### config.mk
export PLATFORM = sky130hd
export DESIGN_NAME = posedge_3bit_up_counter
export DESIGN_NICKNAME = d
export VERILOG_FILES = /design/src/rtl/counter_pkg.sv /design/src/rtl/posedge_jk_flipflop_arst.sv /design/src/rtl/posedge_3bit_up_counter.sv
export SDC_FILE = /design/constraint.sdc
export NUM_CORES = 1
export LEC_CHECK = 0
export ABC_AREA = 1
export BUFFER_PORTS_ARGS = -buffer_cell sky130_fd_sc_hd__buf_4
export CORE_AREA = 4 4 41 43
export CTS_CLUSTER_SIZE = 30
export DETAILED_ROUTE_END_ITERATION = 10
export DIE_AREA = 0 0 45 47
export SETUP_SLACK_MARGIN = 0.2
export SKIP_LAST_GASP = 1
export SLEW_MARGIN = 40
export SYNTH_ARGS = -nofsm -noshare
export SYNTH_HDL_FRONTEND = slang
export SYNTH_SLANG_ARGS = --single-unit
### constraint.sdc
create_clock -name CLK -period 1.92 [get_ports CLK]
set_input_delay 0.384 -clock CLK [delete_from_list [all_inputs] [get_ports CLK]]
set_output_delay 0.384 -clock CLK [all_outputs]
set_load 0.02 [all_outputs]
### src/rtl/counter_pkg.sv
// Shared types for the counter slice: count width, count type and JK command encoding.
package counter_pkg;

    localparam int unsigned COUNT_W = 3;

    typedef logic [COUNT_W-1:0] count_t;

    typedef enum logic [1:0] {
        JK_HOLD   = 2'b00,
        JK_CLEAR  = 2'b01,
        JK_SET    = 2'b10,
        JK_TOGGLE = 2'b11
    } jk_cmd_t;

endpackage

### src/rtl/posedge_jk_flipflop_arst.sv
// Rising-edge JK flip-flop with asynchronous active-high reset to 0.
module posedge_jk_flipflop_arst
    import counter_pkg::*;
(
    input  logic CLK,
    input  logic RST,
    input  logic J,
    input  logic K,
    output logic Q,
    output logic not_Q
);

    always_ff @(posedge CLK or posedge RST) begin
        if (RST) begin
            Q <= 1'b0;
        end else begin
            case (jk_cmd_t'({J, K}))
                JK_CLEAR:  Q <= 1'b0;
                JK_SET:    Q <= 1'b1;
                JK_TOGGLE: Q <= ~Q;
                default:   Q <= Q;
            endcase
        end
    end

    assign not_Q = ~Q;

endmodule

### src/rtl/posedge_3bit_up_counter.sv
// Synchronous 3-bit modulo-MODULUS up counter built from JK flip-flops with load.
// Optional sticky overflow output OVF when COUNTER_OVERFLOW_FLAG_EN is defined.
module posedge_3bit_up_counter
    import counter_pkg::*;
#(
    parameter int MODULUS = 8
) (
    input  logic         CLK,
    input  logic         RST,
    input  logic         EN,
    input  logic         LOAD,
    input  logic [2:0]   D,
    output logic         Q0,
    output logic         Q1,
    output logic         Q2,
    output logic         TC
`ifdef COUNTER_OVERFLOW_FLAG_EN
    ,
    output logic         OVF
`endif
);

    if (MODULUS < 2 || MODULUS > 8) begin : g_bad_modulus
        $error("posedge_3bit_up_counter: MODULUS must be in 2..8");
    end

    localparam count_t MAX_CNT = count_t'(MODULUS - 1);

    count_t q_v;
    count_t q_n;
    count_t nxt;
    count_t j_v;
    count_t k_v;
    logic   at_max;
    logic   wrap;
    logic   carry;

    always_comb begin
        at_max = (q_v == MAX_CNT);
        wrap   = EN & ~LOAD & at_max;
        nxt    = '0;
        if (LOAD && (D <= MAX_CNT)) begin
            nxt = D;
        end
        j_v   = '0;
        k_v   = '0;
        carry = EN;
        // Load/wrap steer each stage straight to its target bit; otherwise the
        // classic ripple-carry toggle term drives J=K.
        for (int unsigned i = 0; i < COUNT_W; i++) begin
            if (LOAD || wrap) begin
                j_v[i] = nxt[i] & q_n[i];
                k_v[i] = ~nxt[i] & q_v[i];
            end else begin
                j_v[i] = carry;
                k_v[i] = carry;
            end
            carry = carry & q_v[i];
        end
    end

    for (genvar i = 0; i < COUNT_W; i++) begin : g_stage
        posedge_jk_flipflop_arst u_ff (
            .CLK   (CLK),
            .RST   (RST),
            .J     (j_v[i]),
            .K     (k_v[i]),
            .Q     (q_v[i]),
            .not_Q (q_n[i])
        );
    end

    assign Q0 = q_v[0];
    assign Q1 = q_v[1];
    assign Q2 = q_v[2];
    assign TC = EN & ~LOAD & ~RST & at_max;

`ifdef COUNTER_OVERFLOW_FLAG_EN
    always_ff @(posedge CLK or posedge RST) begin
        if (RST) begin
            OVF <= 1'b0;
        end else if (LOAD) begin
            OVF <= 1'b0;
        end else if (wrap) begin
            OVF <= 1'b1;
        end
    end
`endif

endmodule

==> Implementation_results.wiki <==
{| class="wikitable"
! Metric !! Value
|-
| Result of the run || complete, no violations
|-
| Tot GR Track Use || 0.0507
|-
| Per-cell via count in the routed design || about 3.7
|-
| Kind of end point of the critical path || output port
|-
| Hold Buf Count CTS || 0
|-
| Upper clock frequency limit || about 680 MHz
|-
| Antenna fix cells || 0
|-
| Placeable core region || 0.00130 mm2
|-
| CP startpoint || g_stage[0].u_ff.Q$_DFFE_PP0P_
|-
| Remaining Overflow, GRT || 0
|-
| Initial cell density of the core || 0.131
|-
| Transition time of the tightest slew-check pin || about 150 ps
|-
| Count of clock tree sinks || 3
|-
| Fraction of registers with async set/reset || 1.00
|-
| Worst rel slew slack || 0.896
|-
| Register ranked first by flip-flop count || g_stage.u_ff.Q
|-
| Number of unique standard cell types used by synthesis || 12
|-
| Dominant cell by count in the synthesized netlist || sky130_fd_sc_hd__nand2_1
|-
| Clock tree from TritonCTS || yes
|-
| Post-route clock period utilization || 0.768
|-
| Max Slew Vio Count || 0
|-
| Cell area after layout || around 290 um2
|-
| Internal power consumption || about 180 uW
|-
| R2R depth || 3
|-
| Primary flip-flop cell chosen by synthesis mapping || sky130_fd_sc_hd__dfrtp_1
|-
| Area of combinational cells with multiple inputs || around 84 um2
|-
| Post-synthesis instance total || 24
|-
| Number of vias in the routed layout || 195
|-
| Number of global-route vias before repair || between 150 and 200
|-
| Max-capacitance violation count || 0
|-
| Hold crit path type || input pin to asynchronous set/reset pin
|-
| Final routed wire length divided by cell count || 8.36 um
|-
| Final critical path time including I/O delays and setup || 1470 ps
|-
| Starting DRC count in detailed routing || 1
|-
| Worst setup path endpoint || TC
|-
| Share of final-layout standard cells stronger than drive strength 1 || 0.368
|-
| Number of buffers inserted by post-CTS setup repair || 0
|-
| Number of ports placed on the die boundary || 11
|-
| Worst-case vdd ir drop || ~0.20 mV
|-
| Count of input and output buffers || 10
|-
| Number of nets in the layout || 46
|-
| Register clock-pin slew on the reported worst setup and hold paths || ~40 ps
|-
| Area leader, netlist || sky130_fd_sc_hd__dfrtp_1
|-
| Met1 usage || 0.0503
|-
| CTS H-tree depth || 1
|-
| Data arrival time of the critical path || 1090 ps
|-
| Total clock buffers created by CTS || 3
|-
| Switching power total || 68.7 uW
|-
| Area of the die || 0.00212 mm2
|-
| CTS root buf || sky130_fd_sc_hd__clkbuf_4
|-
| Clock latency reported for the late side of the worst-skew pair || about 230 ps
|-
| Site row count || 13
|-
| Footprint of the flip-flops and latches || 75.1 um2
|-
| Setup tns final || 0 ps
|-
| Residual antenna-violating net count after detailed routing || 0
|-
| Final routed wirelength across all metal layers || approximately 440 um
|-
| PwrDens || ~850 mW/mm2
|-
| Synth top area share || 0.441
|-
| GR met2 Demand/Resource || 0.0621
|-
| Proportion of power drawn by flip-flops and latches || 0.325
|-
| Switching power share of the total || 0.278
|-
| Total DRC errors in the routed layout || 0
|-
| Detailed placer's ending HPWL || 363 um
|-
| Setup repair after global routing missed its margin || false
|-
| Final count of hold timing violations || 0
|-
| Registers with the most flip-flops || g_stage.u_ff.Q x3
|-
| Sequential element share of the synthesized area || 0.441
|-
| Syn nets || 31
|-
| Chip Width || about 45 um
|-
| Warnings, synthesis || 0
|-
| Grt met3 use || 0.0421
|-
| Ranking of synthesized cells by area || sky130_fd_sc_hd__dfrtp_1 (44%), sky130_fd_sc_hd__nand2_1 (11%), sky130_fd_sc_hd__nor2_1 (8.8%), sky130_fd_sc_hd__nand3_1 (5.9%), sky130_fd_sc_hd__o21ai_0 (5.9%)
|-
| Startpoint of the worst register-to-register path || g_stage[0].u_ff.Q$_DFFE_PP0P_
|-
| Die Y-Extent || 47 um
|-
| Launching element type of the critical path || flip-flop
|-
| Number of enable-type register cells in the synthesized netlist || 0
|-
| Static Leakage || about 0.00014 uW
|-
| Maximum buffer depth of the clock tree || 2
|-
| Routability-driven placement congestion ratio || between 0.7 and 0.8
|-
| Clock skew after layout || ~1.0 ps
|-
| Setup slack, reg-to-reg || around 1100 ps
|-
| Iteration count of the initial detailed-routing pass || 2
|-
| Number of register bits inferred by synthesis || 3
|-
| Hold Slack || 30.4 ps
|-
| Number of antenna violations at the first check in global routing || 0
|-
| Busiest grt layer || met2
|-
| Final Setup Violations || 0
|-
| Required time at the worst-slack endpoint || 1540 ps
|-
| Endpoint of the worst register-to-register path || g_stage[2].u_ff.Q$_DFFE_PP0P_
|-
| Classification of the worst setup path || flip-flop to output port
|-
| Synth-to-Final Area Change || 70.6%
|-
| Number of flip-flops under the largest register name || 3
|-
| Global-route wire length before repair || 690 um
|-
| Gate power share || 0.239
|-
| Clock share of power || 0.436
|-
| Commonest cells in the netlist || sky130_fd_sc_hd__nand2_1 (5), sky130_fd_sc_hd__nor2_1 (4), sky130_fd_sc_hd__dfrtp_1 (3)
|-
| Post-cts resize count || 0
|-
| Filler Cells Inserted || around 160
|-
| Post-place instance area || between 200 and 300 um2
|-
| Pin count of the biggest net entering global routing || 6
|-
| Synthesized area || approximately 170 um2
|-
| Syn Area/Cell || 7.09 um2
|-
| Largest fanout on the critical path || 5
|}
## cell type report
class	count	share of cell area
clock buffer	4	0.0905
inverter	3	0.0388
tap	15	0.0647
sequential	3	0.259
timing repair buffer	10	0.259
multi-input combinational	18	0.289
## per-layer routing
metal,share of wire,vias up,routed length (um)
met5,0,-,0
met4,0,0,0
met3,0.15,0,66
met2,0.46,7,202
met1,0.39,85,173
li1,-,103,-
## critical path, stage by stage, from the launching register on
cell                      delay, ps
sky130_fd_sc_hd__dfrtp_1        400
sky130_fd_sc_hd__nand3_1        140
sky130_fd_sc_hd__nor3_1         150
sky130_fd_sc_hd__buf_4          170
## cell usage in the layout, fill, tap and decap left out
| cell | instances |
|---|---|
| sky130_fd_sc_hd__nand2_1 | 5 |
| sky130_fd_sc_hd__buf_4 | 10 |
| sky130_fd_sc_hd__or2_0 | 1 |
| sky130_fd_sc_hd__nor3_1 | 1 |
| sky130_fd_sc_hd__nor2_1 | 4 |
| sky130_fd_sc_hd__xnor2_1 | 1 |
| sky130_fd_sc_hd__clkbuf_4 | 3 |
| sky130_fd_sc_hd__o21ai_1 | 1 |
| sky130_fd_sc_hd__inv_1 | 2 |
| sky130_fd_sc_hd__clkbuf_1 | 1 |
| sky130_fd_sc_hd__o21ai_0 | 2 |
| sky130_fd_sc_hd__a21oi_1 | 1 |
| sky130_fd_sc_hd__inv_2 | 1 |
| sky130_fd_sc_hd__dfrtp_1 | 3 |
| sky130_fd_sc_hd__nand3_1 | 2 |
## power groups by stage
stage | Combinational (uW) | Clock, uW | Sequential [uW]
after global routing | 65.7 | 121 | 82.2
after global placement | 60.0 | 0 | 81.0
after floorplan | 20.7 | 0 | 90.2
final | 58.9 | 108 | 80.3
after detailed placement | 60.0 | 0 | 81.0
after CTS | 60.2 | 115 | 80.3
## per-stage QoR
stage | worst slack [ps] | utilization | total power, uW | instances
5_1_grt | 334 | 0.223 | 269 | 53
3_5_place_dp | 549 | 0.203 | 141 | 49
3_3_place_gp | 554 | 0.203 | 141 | 49
4_1_cts | 416 | 0.223 | 255 | 53
2_1_floorplan | 420 | - | 111 | 24
6_report | 446 | 0.223 | 247 | 53
## logic make-up (layout without fill, tap and decap cells)
kind of cell,Yosys count,in the layout,synth area share
XOR/XNOR,1,1,0.0515
buffers and inverters,3,17,0.0662
flip-flops,3,3,0.441
AO/OA/AOI/OAI,4,4,0.118
AND/OR/NAND/NOR,13,13,0.324
## worst min path at each step
stage	from	endpoint	slack [ps]	depth (start not counted)
detailed placement	RST	g_stage[2].u_ff.Q$_DFFE_PP0P_	270	2
CTS	RST	g_stage[2].u_ff.Q$_DFFE_PP0P_	20	2
global placement	RST	g_stage[2].u_ff.Q$_DFFE_PP0P_	270	2
finish	RST	g_stage[2].u_ff.Q$_DFFE_PP0P_	30	2
floorplan	RST	g_stage[0].u_ff.Q$_DFFE_PP0P_	140	1
global route	RST	g_stage[2].u_ff.Q$_DFFE_PP0P_	10	2
Note: power is estimated with default switching activity, not from simulation.
